### src/rtl/alu_ctrl_pkg.sv
// rtl/alu_ctrl_pkg.sv - ALUFun codes, opcode/funct constants, select encodings and the decoded bundle type
package alu_ctrl_pkg;

  // ALUFun encoding consumed by the ALU
  typedef enum logic [5:0] {
    ALU_ADD   = 6'b000000,
    ALU_SUB   = 6'b000001,
    ALU_AND   = 6'b011000,
    ALU_OR    = 6'b011110,
    ALU_XOR   = 6'b010110,
    ALU_NOR   = 6'b010001,
    ALU_PASSA = 6'b011010,
    ALU_SLL   = 6'b100000,
    ALU_SRL   = 6'b100001,
    ALU_SRA   = 6'b100011,
    ALU_EQ    = 6'b110011,
    ALU_NEQ   = 6'b110001,
    ALU_LT    = 6'b110101,
    ALU_LEZ   = 6'b111101,
    ALU_LTZ   = 6'b111011,
    ALU_GTZ   = 6'b111111
  } alu_fun_e;

  // Primary opcodes (instr[31:26])
  typedef enum logic [5:0] {
    OP_RTYPE  = 6'h00,
    OP_REGIMM = 6'h01,
    OP_BEQ    = 6'h04,
    OP_BNE    = 6'h05,
    OP_BLEZ   = 6'h06,
    OP_BGTZ   = 6'h07,
    OP_ADDI   = 6'h08,
    OP_ADDIU  = 6'h09,
    OP_SLTI   = 6'h0A,
    OP_SLTIU  = 6'h0B,
    OP_ANDI   = 6'h0C,
    OP_ORI    = 6'h0D,
    OP_XORI   = 6'h0E,
    OP_LUI    = 6'h0F,
    OP_LW     = 6'h23,
    OP_SW     = 6'h2B
  } opcode_e;

  // R-type function codes (instr[5:0])
  typedef enum logic [5:0] {
    FN_SLL  = 6'h00,
    FN_SRL  = 6'h02,
    FN_SRA  = 6'h03,
    FN_SLLV = 6'h04,
    FN_SRLV = 6'h06,
    FN_SRAV = 6'h07,
    FN_ADD  = 6'h20,
    FN_ADDU = 6'h21,
    FN_SUB  = 6'h22,
    FN_SUBU = 6'h23,
    FN_AND  = 6'h24,
    FN_OR   = 6'h25,
    FN_XOR  = 6'h26,
    FN_NOR  = 6'h27,
    FN_SLT  = 6'h2A,
    FN_SLTU = 6'h2B
  } funct_e;

  // Operand A source: register rs, zero-extended shamt, or the constant 16 (lui)
  localparam logic [1:0] SRC_A_RS    = 2'd0;
  localparam logic [1:0] SRC_A_SHAMT = 2'd1;
  localparam logic [1:0] SRC_A_C16   = 2'd2;

  // Operand B source: register rt or the extended immediate
  localparam logic SRC_B_RT  = 1'b0;
  localparam logic SRC_B_IMM = 1'b1;

  // Everything the decode stage hands to the ALU/datapath for one instruction
  typedef struct packed {
    alu_fun_e    alu_fun;
    logic        alu_sign;
    logic [1:0]  src_a_sel;
    logic        src_b_sel;
    logic [31:0] imm32;
    logic [4:0]  wr_reg;
    logic        reg_wr;
    logic        mem_rd;
    logic        mem_wr;
    logic        is_branch;
    logic        illegal;
  } dec_bundle_t;

  function automatic logic [31:0] sext16(input logic [15:0] v);
    return {{16{v[15]}}, v};
  endfunction

  function automatic logic [31:0] zext16(input logic [15:0] v);
    return {16'h0000, v};
  endfunction

endpackage

### src/rtl/alu_ctrl_dec_if.sv
// rtl/alu_ctrl_dec_if.sv - instruction-in / decoded-bundle-out handshake bus of the decode stage
interface alu_ctrl_dec_if #(
  parameter int CNT_W = 16
);
  logic             flush;
  logic             in_valid;
  logic             in_ready;
  logic [31:0]      in_instr;
  logic             out_valid;
  logic             out_ready;
  logic [5:0]       alu_fun;
  logic             alu_sign;
  logic [1:0]       src_a_sel;
  logic             src_b_sel;
  logic [31:0]      imm32;
  logic [4:0]       wr_reg;
  logic             reg_wr;
  logic             mem_rd;
  logic             mem_wr;
  logic             is_branch;
  logic             illegal;
  logic [CNT_W-1:0] illegal_cnt;

  // Fetch side / consumer side driving the stage
  modport master (
    output flush, in_valid, in_instr, out_ready,
    input  in_ready, out_valid, alu_fun, alu_sign, src_a_sel, src_b_sel, imm32,
           wr_reg, reg_wr, mem_rd, mem_wr, is_branch, illegal, illegal_cnt
  );

  // The decode stage itself
  modport slave (
    input  flush, in_valid, in_instr, out_ready,
    output in_ready, out_valid, alu_fun, alu_sign, src_a_sel, src_b_sel, imm32,
           wr_reg, reg_wr, mem_rd, mem_wr, is_branch, illegal, illegal_cnt
  );
endinterface

### src/rtl/alu_ctrl_decode.sv
// rtl/alu_ctrl_decode.sv - combinational MIPS instruction to ALU control bundle; branches decoded only with ALU_CTRL_BRANCH_EN
module alu_ctrl_decode
  import alu_ctrl_pkg::*;
(
  input  logic [31:0] i_instr,
  output dec_bundle_t o_bundle
);

  logic [5:0]  w_op;
  logic [4:0]  w_rt;
  logic [4:0]  w_rd;
  logic [15:0] w_imm;
  logic [5:0]  w_funct;
  logic        w_ill;
  logic        w_unused_rs;

  assign w_op        = i_instr[31:26];
  assign w_rt        = i_instr[20:16];
  assign w_rd        = i_instr[15:11];
  assign w_imm       = i_instr[15:0];
  assign w_funct     = i_instr[5:0];
  // rs only feeds the register file read port, never the control bundle
  assign w_unused_rs = ^i_instr[25:21];

  // Decode opcode/funct into the bundle; any unsupported encoding collapses to a clean illegal bundle
  always_comb begin
    o_bundle         = '0;
    o_bundle.alu_fun = ALU_ADD;
    o_bundle.imm32   = sext16(w_imm);
    w_ill            = 1'b0;
    case (w_op)
      OP_RTYPE: begin
        o_bundle.wr_reg = w_rd;
        o_bundle.reg_wr = 1'b1;
        case (w_funct)
          FN_ADD:  begin o_bundle.alu_fun = ALU_ADD; o_bundle.alu_sign = 1'b1; end
          FN_ADDU: o_bundle.alu_fun = ALU_ADD;
          FN_SUB:  begin o_bundle.alu_fun = ALU_SUB; o_bundle.alu_sign = 1'b1; end
          FN_SUBU: o_bundle.alu_fun = ALU_SUB;
          FN_AND:  o_bundle.alu_fun = ALU_AND;
          FN_OR:   o_bundle.alu_fun = ALU_OR;
          FN_XOR:  o_bundle.alu_fun = ALU_XOR;
          FN_NOR:  o_bundle.alu_fun = ALU_NOR;
          FN_SLT:  begin o_bundle.alu_fun = ALU_LT; o_bundle.alu_sign = 1'b1; end
          FN_SLTU: o_bundle.alu_fun = ALU_LT;
          FN_SLL:  begin o_bundle.alu_fun = ALU_SLL; o_bundle.src_a_sel = SRC_A_SHAMT; end
          FN_SRL:  begin o_bundle.alu_fun = ALU_SRL; o_bundle.src_a_sel = SRC_A_SHAMT; end
          FN_SRA:  begin o_bundle.alu_fun = ALU_SRA; o_bundle.src_a_sel = SRC_A_SHAMT; end
          FN_SLLV: o_bundle.alu_fun = ALU_SLL;
          FN_SRLV: o_bundle.alu_fun = ALU_SRL;
          FN_SRAV: o_bundle.alu_fun = ALU_SRA;
          default: w_ill = 1'b1;
        endcase
      end
      OP_ADDI, OP_ADDIU: begin
        o_bundle.alu_fun   = ALU_ADD;
        o_bundle.alu_sign  = (w_op == OP_ADDI);
        o_bundle.src_b_sel = SRC_B_IMM;
        o_bundle.wr_reg    = w_rt;
        o_bundle.reg_wr    = 1'b1;
      end
      OP_SLTI, OP_SLTIU: begin
        o_bundle.alu_fun   = ALU_LT;
        o_bundle.alu_sign  = (w_op == OP_SLTI);
        o_bundle.src_b_sel = SRC_B_IMM;
        o_bundle.wr_reg    = w_rt;
        o_bundle.reg_wr    = 1'b1;
      end
      OP_ANDI, OP_ORI, OP_XORI: begin
        o_bundle.alu_fun   = (w_op == OP_ANDI) ? ALU_AND :
                             (w_op == OP_ORI)  ? ALU_OR  : ALU_XOR;
        o_bundle.src_b_sel = SRC_B_IMM;
        o_bundle.imm32     = zext16(w_imm);
        o_bundle.wr_reg    = w_rt;
        o_bundle.reg_wr    = 1'b1;
      end
      OP_LUI: begin
        // lui is imm << 16, done on the shifter with a constant shift amount
        o_bundle.alu_fun   = ALU_SLL;
        o_bundle.src_a_sel = SRC_A_C16;
        o_bundle.src_b_sel = SRC_B_IMM;
        o_bundle.imm32     = zext16(w_imm);
        o_bundle.wr_reg    = w_rt;
        o_bundle.reg_wr    = 1'b1;
      end
      OP_LW: begin
        o_bundle.src_b_sel = SRC_B_IMM;
        o_bundle.wr_reg    = w_rt;
        o_bundle.reg_wr    = 1'b1;
        o_bundle.mem_rd    = 1'b1;
      end
      OP_SW: begin
        o_bundle.src_b_sel = SRC_B_IMM;
        o_bundle.wr_reg    = w_rt;
        o_bundle.mem_wr    = 1'b1;
      end
`ifdef ALU_CTRL_BRANCH_EN
      OP_BEQ, OP_BNE, OP_BLEZ, OP_BGTZ: begin
        o_bundle.alu_fun   = (w_op == OP_BEQ)  ? ALU_EQ  :
                             (w_op == OP_BNE)  ? ALU_NEQ :
                             (w_op == OP_BLEZ) ? ALU_LEZ : ALU_GTZ;
        o_bundle.alu_sign  = 1'b1;
        o_bundle.is_branch = 1'b1;
      end
      OP_REGIMM: begin
        // Only bltz (rt == 0) of the REGIMM group is supported
        if (w_rt == 5'd0) begin
          o_bundle.alu_fun   = ALU_LTZ;
          o_bundle.alu_sign  = 1'b1;
          o_bundle.is_branch = 1'b1;
        end else begin
          w_ill = 1'b1;
        end
      end
`endif
      default: w_ill = 1'b1;
    endcase
    if (w_ill) begin
      o_bundle         = '0;
      o_bundle.alu_fun = ALU_ADD;
      o_bundle.illegal = 1'b1;
    end
  end

endmodule

### src/rtl/alu_ctrl_dec.sv
// rtl/alu_ctrl_dec.sv - registered decode stage with 1-entry skid buffer and illegal counter; ALU_CTRL_BRANCH_EN enables branches
module alu_ctrl_dec
  import alu_ctrl_pkg::*;
#(
  parameter int CNT_W = 16
) (
  input logic           clk,
  input logic           reset,
  alu_ctrl_dec_if.slave bus
);

  dec_bundle_t      w_dec;
  dec_bundle_t      r_out;
  dec_bundle_t      r_skid;
  logic             r_out_valid;
  logic             r_skid_valid;
  logic [CNT_W-1:0] r_illegal_cnt;
  logic             w_accept;
  logic             w_out_load;

  alu_ctrl_decode u_decode (
    .i_instr  (bus.in_instr),
    .o_bundle (w_dec)
  );

  // in_ready depends only on the skid register, never on out_ready
  assign w_accept   = bus.in_valid & ~r_skid_valid;
  assign w_out_load = ~r_out_valid | bus.out_ready;

  // Output register and skid buffer: output refills from skid first, so order is preserved
  always_ff @(posedge clk or posedge reset) begin
    if (reset) begin
      r_out        <= '0;
      r_skid       <= '0;
      r_out_valid  <= 1'b0;
      r_skid_valid <= 1'b0;
    end else if (bus.flush) begin
      r_out_valid  <= 1'b0;
      r_skid_valid <= 1'b0;
    end else if (w_out_load) begin
      if (r_skid_valid) begin
        r_out        <= r_skid;
        r_out_valid  <= 1'b1;
        r_skid_valid <= w_accept;
        if (w_accept) begin
          r_skid <= w_dec;
        end
      end else begin
        r_out_valid <= w_accept;
        if (w_accept) begin
          r_out <= w_dec;
        end
      end
    end else if (w_accept) begin
      r_skid       <= w_dec;
      r_skid_valid <= 1'b1;
    end
  end

  // Saturating count of accepted illegal words; a flush does not take back an acceptance
  always_ff @(posedge clk or posedge reset) begin
    if (reset) begin
      r_illegal_cnt <= '0;
    end else if (w_accept && w_dec.illegal && (r_illegal_cnt != {CNT_W{1'b1}})) begin
      r_illegal_cnt <= r_illegal_cnt + 1'b1;
    end
  end

  assign bus.in_ready    = ~r_skid_valid;
  assign bus.out_valid   = r_out_valid;
  assign bus.alu_fun     = r_out.alu_fun;
  assign bus.alu_sign    = r_out.alu_sign;
  assign bus.src_a_sel   = r_out.src_a_sel;
  assign bus.src_b_sel   = r_out.src_b_sel;
  assign bus.imm32       = r_out.imm32;
  assign bus.wr_reg      = r_out.wr_reg;
  assign bus.reg_wr      = r_out.reg_wr;
  assign bus.mem_rd      = r_out.mem_rd;
  assign bus.mem_wr      = r_out.mem_wr;
  assign bus.illegal     = r_out.illegal;
  assign bus.illegal_cnt = r_illegal_cnt;

`ifdef ALU_CTRL_BRANCH_EN
  assign bus.is_branch = r_out.is_branch;
`else
  logic w_unused_branch;
  assign w_unused_branch = r_out.is_branch;
  assign bus.is_branch   = 1'b0;
`endif

endmodule

### src/flat_wrapper.sv
// flat-port wrapper written by rule: the top's interface ports become plain ports
module alu_ctrl_dec_flat import alu_ctrl_pkg::*;
#(
  parameter int CNT_W = 16
)
  (clk, reset, bus_flush, bus_in_valid, bus_in_instr, bus_out_ready, bus_in_ready, bus_out_valid, bus_alu_fun, bus_alu_sign, bus_src_a_sel, bus_src_b_sel, bus_imm32, bus_wr_reg, bus_reg_wr, bus_mem_rd, bus_mem_wr, bus_is_branch, bus_illegal, bus_illegal_cnt);
  alu_ctrl_dec_if #(.CNT_W(CNT_W)) bus_i ();
  input logic clk;
  input logic reset;
  input wire logic [$bits(bus_i.flush)-1:0] bus_flush;
  input wire logic [$bits(bus_i.in_valid)-1:0] bus_in_valid;
  input wire logic [$bits(bus_i.in_instr)-1:0] bus_in_instr;
  input wire logic [$bits(bus_i.out_ready)-1:0] bus_out_ready;
  output wire logic [$bits(bus_i.in_ready)-1:0] bus_in_ready;
  output wire logic [$bits(bus_i.out_valid)-1:0] bus_out_valid;
  output wire logic [$bits(bus_i.alu_fun)-1:0] bus_alu_fun;
  output wire logic [$bits(bus_i.alu_sign)-1:0] bus_alu_sign;
  output wire logic [$bits(bus_i.src_a_sel)-1:0] bus_src_a_sel;
  output wire logic [$bits(bus_i.src_b_sel)-1:0] bus_src_b_sel;
  output wire logic [$bits(bus_i.imm32)-1:0] bus_imm32;
  output wire logic [$bits(bus_i.wr_reg)-1:0] bus_wr_reg;
  output wire logic [$bits(bus_i.reg_wr)-1:0] bus_reg_wr;
  output wire logic [$bits(bus_i.mem_rd)-1:0] bus_mem_rd;
  output wire logic [$bits(bus_i.mem_wr)-1:0] bus_mem_wr;
  output wire logic [$bits(bus_i.is_branch)-1:0] bus_is_branch;
  output wire logic [$bits(bus_i.illegal)-1:0] bus_illegal;
  output wire logic [$bits(bus_i.illegal_cnt)-1:0] bus_illegal_cnt;
  assign bus_i.flush = bus_flush;
  assign bus_i.in_valid = bus_in_valid;
  assign bus_i.in_instr = bus_in_instr;
  assign bus_i.out_ready = bus_out_ready;
  assign bus_in_ready = bus_i.in_ready;
  assign bus_out_valid = bus_i.out_valid;
  assign bus_alu_fun = bus_i.alu_fun;
  assign bus_alu_sign = bus_i.alu_sign;
  assign bus_src_a_sel = bus_i.src_a_sel;
  assign bus_src_b_sel = bus_i.src_b_sel;
  assign bus_imm32 = bus_i.imm32;
  assign bus_wr_reg = bus_i.wr_reg;
  assign bus_reg_wr = bus_i.reg_wr;
  assign bus_mem_rd = bus_i.mem_rd;
  assign bus_mem_wr = bus_i.mem_wr;
  assign bus_is_branch = bus_i.is_branch;
  assign bus_illegal = bus_i.illegal;
  assign bus_illegal_cnt = bus_i.illegal_cnt;
  alu_ctrl_dec #(.CNT_W(CNT_W)) u_core (.clk(clk), .reset(reset), .bus(bus_i));
endmodule
### config.mk
export PLATFORM = sky130hd
export DESIGN_NAME = alu_ctrl_dec_flat
export DESIGN_NICKNAME = d
export VERILOG_FILES = /design/src/rtl/alu_ctrl_pkg.sv /design/src/rtl/alu_ctrl_dec_if.sv /design/src/rtl/alu_ctrl_decode.sv /design/src/rtl/alu_ctrl_dec.sv /design/src/flat_wrapper.sv
export SDC_FILE = /design/constraint.sdc
export NUM_CORES = 1
export LEC_CHECK = 0
export CAP_MARGIN = 20
export CORE_AREA = 4 4 128 130
export CTS_CLUSTER_DIAMETER = 200
export CTS_CLUSTER_SIZE = 12
export DETAILED_ROUTE_END_ITERATION = 12
export DIE_AREA = 0 0 132 134
export PLACE_DENSITY_LB_ADDON = 0.15
export REMOVE_ABC_BUFFERS = 1
export SYNTH_ARGS = -nofsm -noshare
export SYNTH_HDL_FRONTEND = slang
export SYNTH_SLANG_ARGS = --single-unit
### constraint.sdc
create_clock -name clk -period 3.2 [get_ports clk]
set_input_delay 0.64 -clock clk [delete_from_list [all_inputs] [get_ports clk]]
set_output_delay 0.64 -clock clk [all_outputs]
set_load 0.02 [all_outputs]
==> summary.txt, run 1 <==
Setup path
  • Maximum fanout encountered on the critical timing path: 17
  • Worst reg2reg path depth: 6
  • Cell breakdown of the critical path: clkdlybuf4s50_1 -> nand2_2 -> o21ai_0 -> o311a_2 -> or3_1 -> buf_12 -> or4_1 -> a21oi_1
  • Critical path class: in2reg
  • Worst r2r src: u_core.r_skid_valid$_DFFE_PP0P_
  • Worst-path cell with the longest stage delay: clkdlybuf4s50_1
  • Flop2flop setup slack: about 0.85 ns
  • Required time of the critical path: around 3.5 ns
  • Critical Path Max Stage Delay: between 0.5 and 0.6 ns
  • Reg2Reg Capture Point: u_core.bus.imm32[30]$_DFFE_PP0P_
  • Category of the worst setup path capture point: flip-flop
  • Sort of element at the start of the critical path: input pin
  • Critical Path AT: between 2 and 3 ns
  • Worst setup path startpoint: bus_in_instr[2]

Detailed routing
  • Detailed-route wire length per cell: between 15 and 20 um
  • First-iteration detailed-routing DRC count: 235
  • Number of nets with antenna violations after detailed routing: 0
  • Vias per inst: ~5
  • Residual DRC count: 0
  • Total via count after detailed routing: ~3,800
  • DR pass1 iterations: 4
  • Aggregate routed wire length: ~12,000 um

Clocking
  • Clock tree root buffer cell: clkbuf_16
  • Latest clock arrival within the worst-skew pair: ~0.34 ns
  • Clock tree from TritonCTS: built
  • CTS H-tree lvls: 3
  • Worst-case clock buffer depth: 2
  • Num Clock Sinks: 90
  • Hold bufs inserted after CTS: 0
  • Resize count post-CTS: 0
  • Clk slew on worst S/H paths: roughly 0.06 ns
  • Clock buffer count from CTS: 9
  • # Post-CTS Setup Buffers: 0

Finish
  • Share of layout cells above drive strength 1: 0.0904
  • Area of the multi-input gates: roughly 1900 sq um
  • Number of filler instances in the final layout: approximately 1,500
  • Layout Nets: about 600
  • Diodes inserted: 0
  • Max reg flops: 36
  • Signed area change from the synthesized netlist to the final layout: 33.8%
  • Storage cell area: about 2300 sq um
  • Most common cell after layout, fill and taps aside: clkdlybuf4s50_1
  • Top reg by flops: u_core.r_skid
  • Leading cell types in the layout, fill and taps excluded: clkdlybuf4s50_1, dfrtp_1, nand2_1

GRT
  • Largest net degree at the start of global routing: 70
  • Vias in the first global route: 3,913
  • Global-route usage over all layers: 0.145
  • Number of antenna violations at the first check in global routing: 0
  • Global-route wire length before repair: ~20,000 um
  • Overflow left after global routing: 0

Synthesis
  • Mean Syn Cell Area: just over 9 sq um
  • Commonest register cell after synthesis: dfrtp_1
  • Number of warnings issued by yosys: 0
  • Cell area after synthesis: between 4000 and 5000 sq um
  • #FFs+latches synth: 90
  • Share of synthesized area occupied by flip-flops and latches: 0.504
  • Number of cells produced by synthesis: approximately 490
  • Async set-or-reset flop fraction in the synthesized netlist: 1.00
  • Number of distinct library cells after synthesis: 46
  • Number of synthesized flops with an enable pin: 0

STA
  • Total setup violations reported at the end of the flow: 0
  • Final critical-path share of the clock period: 0.843
  • Pins over their slew limit: 0
  • Crit path time final: about 2.7 ns
  • Maximum clock frequency: about 370 MHz
  • Slew of the pin with the lowest slew margin: slightly below 0.8 ns
  • Unrepaired setup endpoints after global routing: no
  • Worst clock skew on the final layout: just under 0.005 ns
  • Max transition margin: 0.473
  • Final Hold Fails: 0
  • Summed negative setup slack over all endpoints: 0 ns

Power and ir drop
  • Total power per unit cell area: roughly 530 nW/um^2
  • Leak Pwr: between 2 and 3 nW
  • Peak supply drop: approximately 0.00034 V
  • Sum of internal, switching and leakage power: about 0.0032 W

Die
  • Die footprint: ~18,000 sq um
  • Starting utilization of the core area: 0.295
  • Placeable core region: ~15,000 sq um
  • Die width: 132 um
  • Vertical extent of the die: between 100 and 150 um
  • Site Rows: 45
  • Boundary pin count: around 110

Place
  • Routability cong.: between 0.8 and 0.9
  • IO Port Bufs: 100
  • Placed wire-length estimate: between 8000 and 9000 um

Worst hold path
  • Min-Delay Path Depth: 2
  • Worst hold endpoint: u_core.r_skid[25]$_DFFE_PP0P_
  • HP Class: reg2reg
  • Critical hold path startpoint: u_core.r_skid[25]$_DFFE_PP0P_

Job
  • Max capacitance violation total: 0

Status
  • Status: completed
## area by class of cell
| cell class | instances | area share |
|---|---|---|
| Sequential cell | 90 | 0.377 |
| Multi-Input combinational cell | 343 | 0.323 |
| Timing Repair Buffer | 122 | 0.201 |
| Clock buffer | 12 | 0.0446 |
| Tap cell | 188 | 0.0394 |
| Clock inverter | 2 | 0.0101 |
| Inverter | 6 | 0.00419 |
## worst max path at each step
stage | to | slack (ns) | depth (start not counted)
floorplan | u_core.bus.alu_fun[0]$_DFFE_PP0P_ | 0.22 | 1
global placement | u_core.bus.reg_wr$_DFFE_PP0P_ | 0.14 | 8
detailed placement | u_core.bus.imm32[0]$_DFFE_PP0P_ | 0.09 | 8
CTS | u_core.bus.imm32[0]$_DFFE_PP0P_ | 0.46 | 8
global route | u_core.bus.imm32[0]$_DFFE_PP0P_ | 0.31 | 8
finish | u_core.bus.reg_wr$_DFFE_PP0P_ | 0.50 | 8
## kinds of logic after synthesis
logic type | after synthesis | synth area share
and+or+nand+nor | 183 | 0.208
AOI/OAI and AO/OA | 137 | 0.175
DFF | 90 | 0.504
buffers and inverters | 53 | 0.0653
xor gates and xnor gates | 16 | 0.0314
muxes | 5 | 0.0123
adders and majority gates | 1 | 0.00280
other | 1 | 0.000840
## power by group
group / internal, W / switching (W)
Clock: 0.000739 / 0.000425
Sequential: 0.00125 / 0.0000978
Combinational: 0.000302 / 0.000345
## layer usage
metal / vias up / track usage / part of all wire
li1: 1849 / - / -
met1: 1850 / 0.194 / 0.49
met2: 108 / 0.223 / 0.44
met3: 8 / 0.0484 / 0.057
met4: 0 / 0.0420 / 0.0095
met5: - / 0 / 0
## stage by stage
stage	hold WS, ns	instance area, sq um	std cells	setup WS (ns)	utilization
global route	0.494	5970	763	0.307	0.394
global placement	0.451	5650	749	0.144	0.373
detailed placement	0.464	5650	749	0.0938	0.373
floorplan	0.440	4200	439	0.225	-
CTS	0.478	5970	763	0.463	0.394
finish	0.474	5970	763	0.502	0.394
## synthesized netlist by cell type, drive strengths merged (6+ instances only)
| library cell | number | area, sq um |
|---|---|---|
| dfrtp | 90 | 2250 |
| o21ai | 59 | 295 |
| nor3 | 13 | 86.3 |
| clkbuf | 24 | 90.1 |
| nor2b | 6 | 37.5 |
| nand2 | 74 | 280 |
| a22oi | 7 | 52.6 |
| or3 | 10 | 62.6 |
| xor2 | 13 | 114 |
| nand3 | 10 | 50.1 |
| o31ai | 9 | 67.6 |
| nor2 | 25 | 93.8 |
| nand2b | 7 | 43.8 |
| a21oi | 43 | 215 |
| and3 | 23 | 144 |
| buf | 23 | 179 |
## worst max-delay path, delay by kind of cell
family	cells	cell delay (ns)
and+or+nand+nor	3	0.99
buffers and inverters	2	0.69
AOI/OAI and AO/OA	3	0.65
Power figures use the tool's default switching activity.
==> run 2, diff against run 1 <==
- clock period: 3.2 -> 2.57 ns (I/O delays scaled with it)
==> summary.txt, run 2 (synthesis gave the netlist of run 1 again) <==
Finish
  • Finished Layout Cells: about 800
  • Max reg flops: 36
  • Most common cell after layout, fill and taps aside: clkdlybuf4s50_1
  • Diodes inserted: 0
  • Share of layout cells above drive strength 1: 0.144
  • Top reg by flops: u_core.r_skid
  • Leading cell types in the layout, fill and taps excluded: clkdlybuf4s50_1, dfrtp_1, nand2_1
  • Signed area change from the synthesized netlist to the final layout: 39.3%
  • Layout Nets: between 600 and 700

Power and ir drop
  • Total power per unit cell area: 617 nW/um^2
  • Switch share: 0.285
  • Internal power of the cells: around 0.0027 W
  • Part of the total power dissipated in the clock network: 0.343
  • Fraction of power consumed by sequential logic: 0.437
  • Peak supply drop: 0.000318 V
  • Sum of internal, switching and leakage power: 0.00384 W
  • Switching pwr: 0.00110 W
  • Leak Pwr: around 2.8 nW
  • Proportion of power drawn by combinational gates: 0.219

Place
  • Routability cong.: about 0.87
  • Post-Place Cells: around 780
  • Placed wire-length estimate: between 9000 and 10,000 um
  • IO Port Bufs: 100

Die
  • Site Rows: 45
  • Die footprint: 17,700 sq um
  • Vertical extent of the die: around 130 um
  • Boundary pin count: around 110
  • Starting utilization of the core area: 0.295
  • Die width: around 130 um
  • Placeable core region: 15,100 sq um

Setup path
  • Category of the worst setup path capture point: flip-flop
  • Required time of the critical path: 2.80 ns
  • Critical path class: in2reg
  • Maximum fanout encountered on the critical timing path: 9
  • Critical Path AT: around 2.7 ns
  • Sort of element at the start of the critical path: input pin

Clocking
  • Worst-case clock buffer depth: 2
  • Num Clock Sinks: 90
  • Clk slew on worst S/H paths: approximately 0.060 ns
  • Hold bufs inserted after CTS: 0
  • CTS H-tree lvls: 3
  • Latest clock arrival within the worst-skew pair: between 0.3 and 0.4 ns
  • Clock tree root buffer cell: clkbuf_16
  • Clock buffer count from CTS: 9
  • Clock tree from TritonCTS: built

Worst hold path
  • HP Class: reg2reg

STA
  • Slew of the pin with the lowest slew margin: roughly 0.54 ns
  • Summed negative setup slack over all endpoints: 0 ns
  • Maximum clock frequency: between 300 and 400 MHz
  • Unrepaired setup endpoints after global routing: no
  • Pins over their slew limit: 0
  • Final critical-path share of the clock period: 0.979
  • Max transition margin: 0.636
  • Crit path time final: 2.52 ns
  • Total setup violations reported at the end of the flow: 0
  • Worst clock skew on the final layout: between 0.004 and 0.005 ns
  • Final Hold Fails: 0

Detailed routing
  • Residual DRC count: 0
  • Aggregate routed wire length: ~13,000 um
  • First-iteration detailed-routing DRC count: about 280
  • Number of nets with antenna violations after detailed routing: 0
  • DR pass1 iterations: 4
  • Detailed-route wire length per cell: roughly 16 um
  • Total via count after detailed routing: roughly 3,900
  • Vias per inst: ~4.9

GRT
  • Number of antenna violations at the first check in global routing: 0
  • Vias in the first global route: 3,913
  • Overflow left after global routing: 0
  • Global-route wire length before repair: ~21,000 um
  • Global-route usage over all layers: 0.148
  • Largest net degree at the start of global routing: 70

Job
  • Max capacitance violation total: 0

Status
  • Status: completed
==> run 2: layout make-up <==
| class | instances | area (sq um) |
|---|---|---|
| Timing Repair Buffer | 155 | 1460 |
| Inverter | 6 | 25.0 |
| Multi-Input combinational cell | 343 | 1950 |
| Sequential cell | 90 | 2250 |
| Fill cell | 1481 | 8920 |
| Tap cell | 188 | 235 |
| Clock buffer | 15 | 298 |
| Clock inverter | 1 | 5.00 |
==> run 2: power by group through the flow <==
stage          clock (W)  combinational, W  sequential [W]
6_report         0.00132          0.000843         0.00168
5_1_grt          0.00143          0.000919         0.00170
4_1_cts          0.00136          0.000855         0.00168
3_5_place_dp           0          0.000847         0.00170
3_3_place_gp           0          0.000842         0.00170
2_1_floorplan          0          0.000248         0.00182
==> run 2: through the flow <==
stage / utilization / hold slack (ns) / setup slack (ns) / cell area, sq um
6_report: 0.411 / 0.473 / 0.0538 / 6220
5_1_grt: 0.411 / 0.488 / 0.00515 / 6220
4_1_cts: 0.409 / 0.477 / 0.0427 / 6190
3_5_place_dp: 0.388 / 0.463 / -0.359 / 5870
3_3_place_gp: 0.388 / 0.452 / -0.326 / 5870
2_1_floorplan: - / 0.440 / -0.279 / 4200
==> run 2: layer usage <==
metal  up-vias  wire length (um)  track usage  share of wire
met5         -                 0            0              0
li1       1914                 -            -              -
met4         0               184       0.0525          0.014
met1      1863              6680        0.220           0.52
met3        11               579       0.0360          0.045
met2        93              5370        0.210           0.42
==> run 2: worst max-delay path: stages <==
cell and delay (ns):
clkdlybuf4s50_1 0.45, or4_4 0.51, nor3_4 0.25, o311a_4 0.25, nor3_4 0.09, buf_4 0.17
or3_1 0.38, xnor2_1 0.13
==> run 2: what timing repair did <==
action                     in CTS  in global routing
resized for setup               0                  5
setup buffers                   2                  1
pin swaps                       1                  4
setup endpoints to repair       2                 10
==> run 2: worst paths after layout <==
check | depth (start not counted) | end | start | slack, ns
min in group asynchronous | 2 | u_core.bus.illegal_cnt[14]$_DFFE_PP0P_ | reset | 0.54
max in group asynchronous | 3 | u_core.bus.illegal_cnt[10]$_DFFE_PP0P_ | reset | 1.43
setup reg to reg | 7 | u_core.bus.illegal_cnt[8]$_DFFE_PP0P_ | u_core.bus.illegal_cnt[0]$_DFFE_PP0P_ | 0.66
hold / removal | 2 | u_core.r_skid[11]$_DFFE_PP0P_ | u_core.r_skid[11]$_DFFE_PP0P_ | 0.47
setup / recovery | 8 | u_core.bus.illegal_cnt[11]$_DFFE_PP0P_ | bus_in_instr[31] | 0.05
hold reg to reg | 2 | u_core.r_skid[11]$_DFFE_PP0P_ | u_core.r_skid[11]$_DFFE_PP0P_ | 0.47
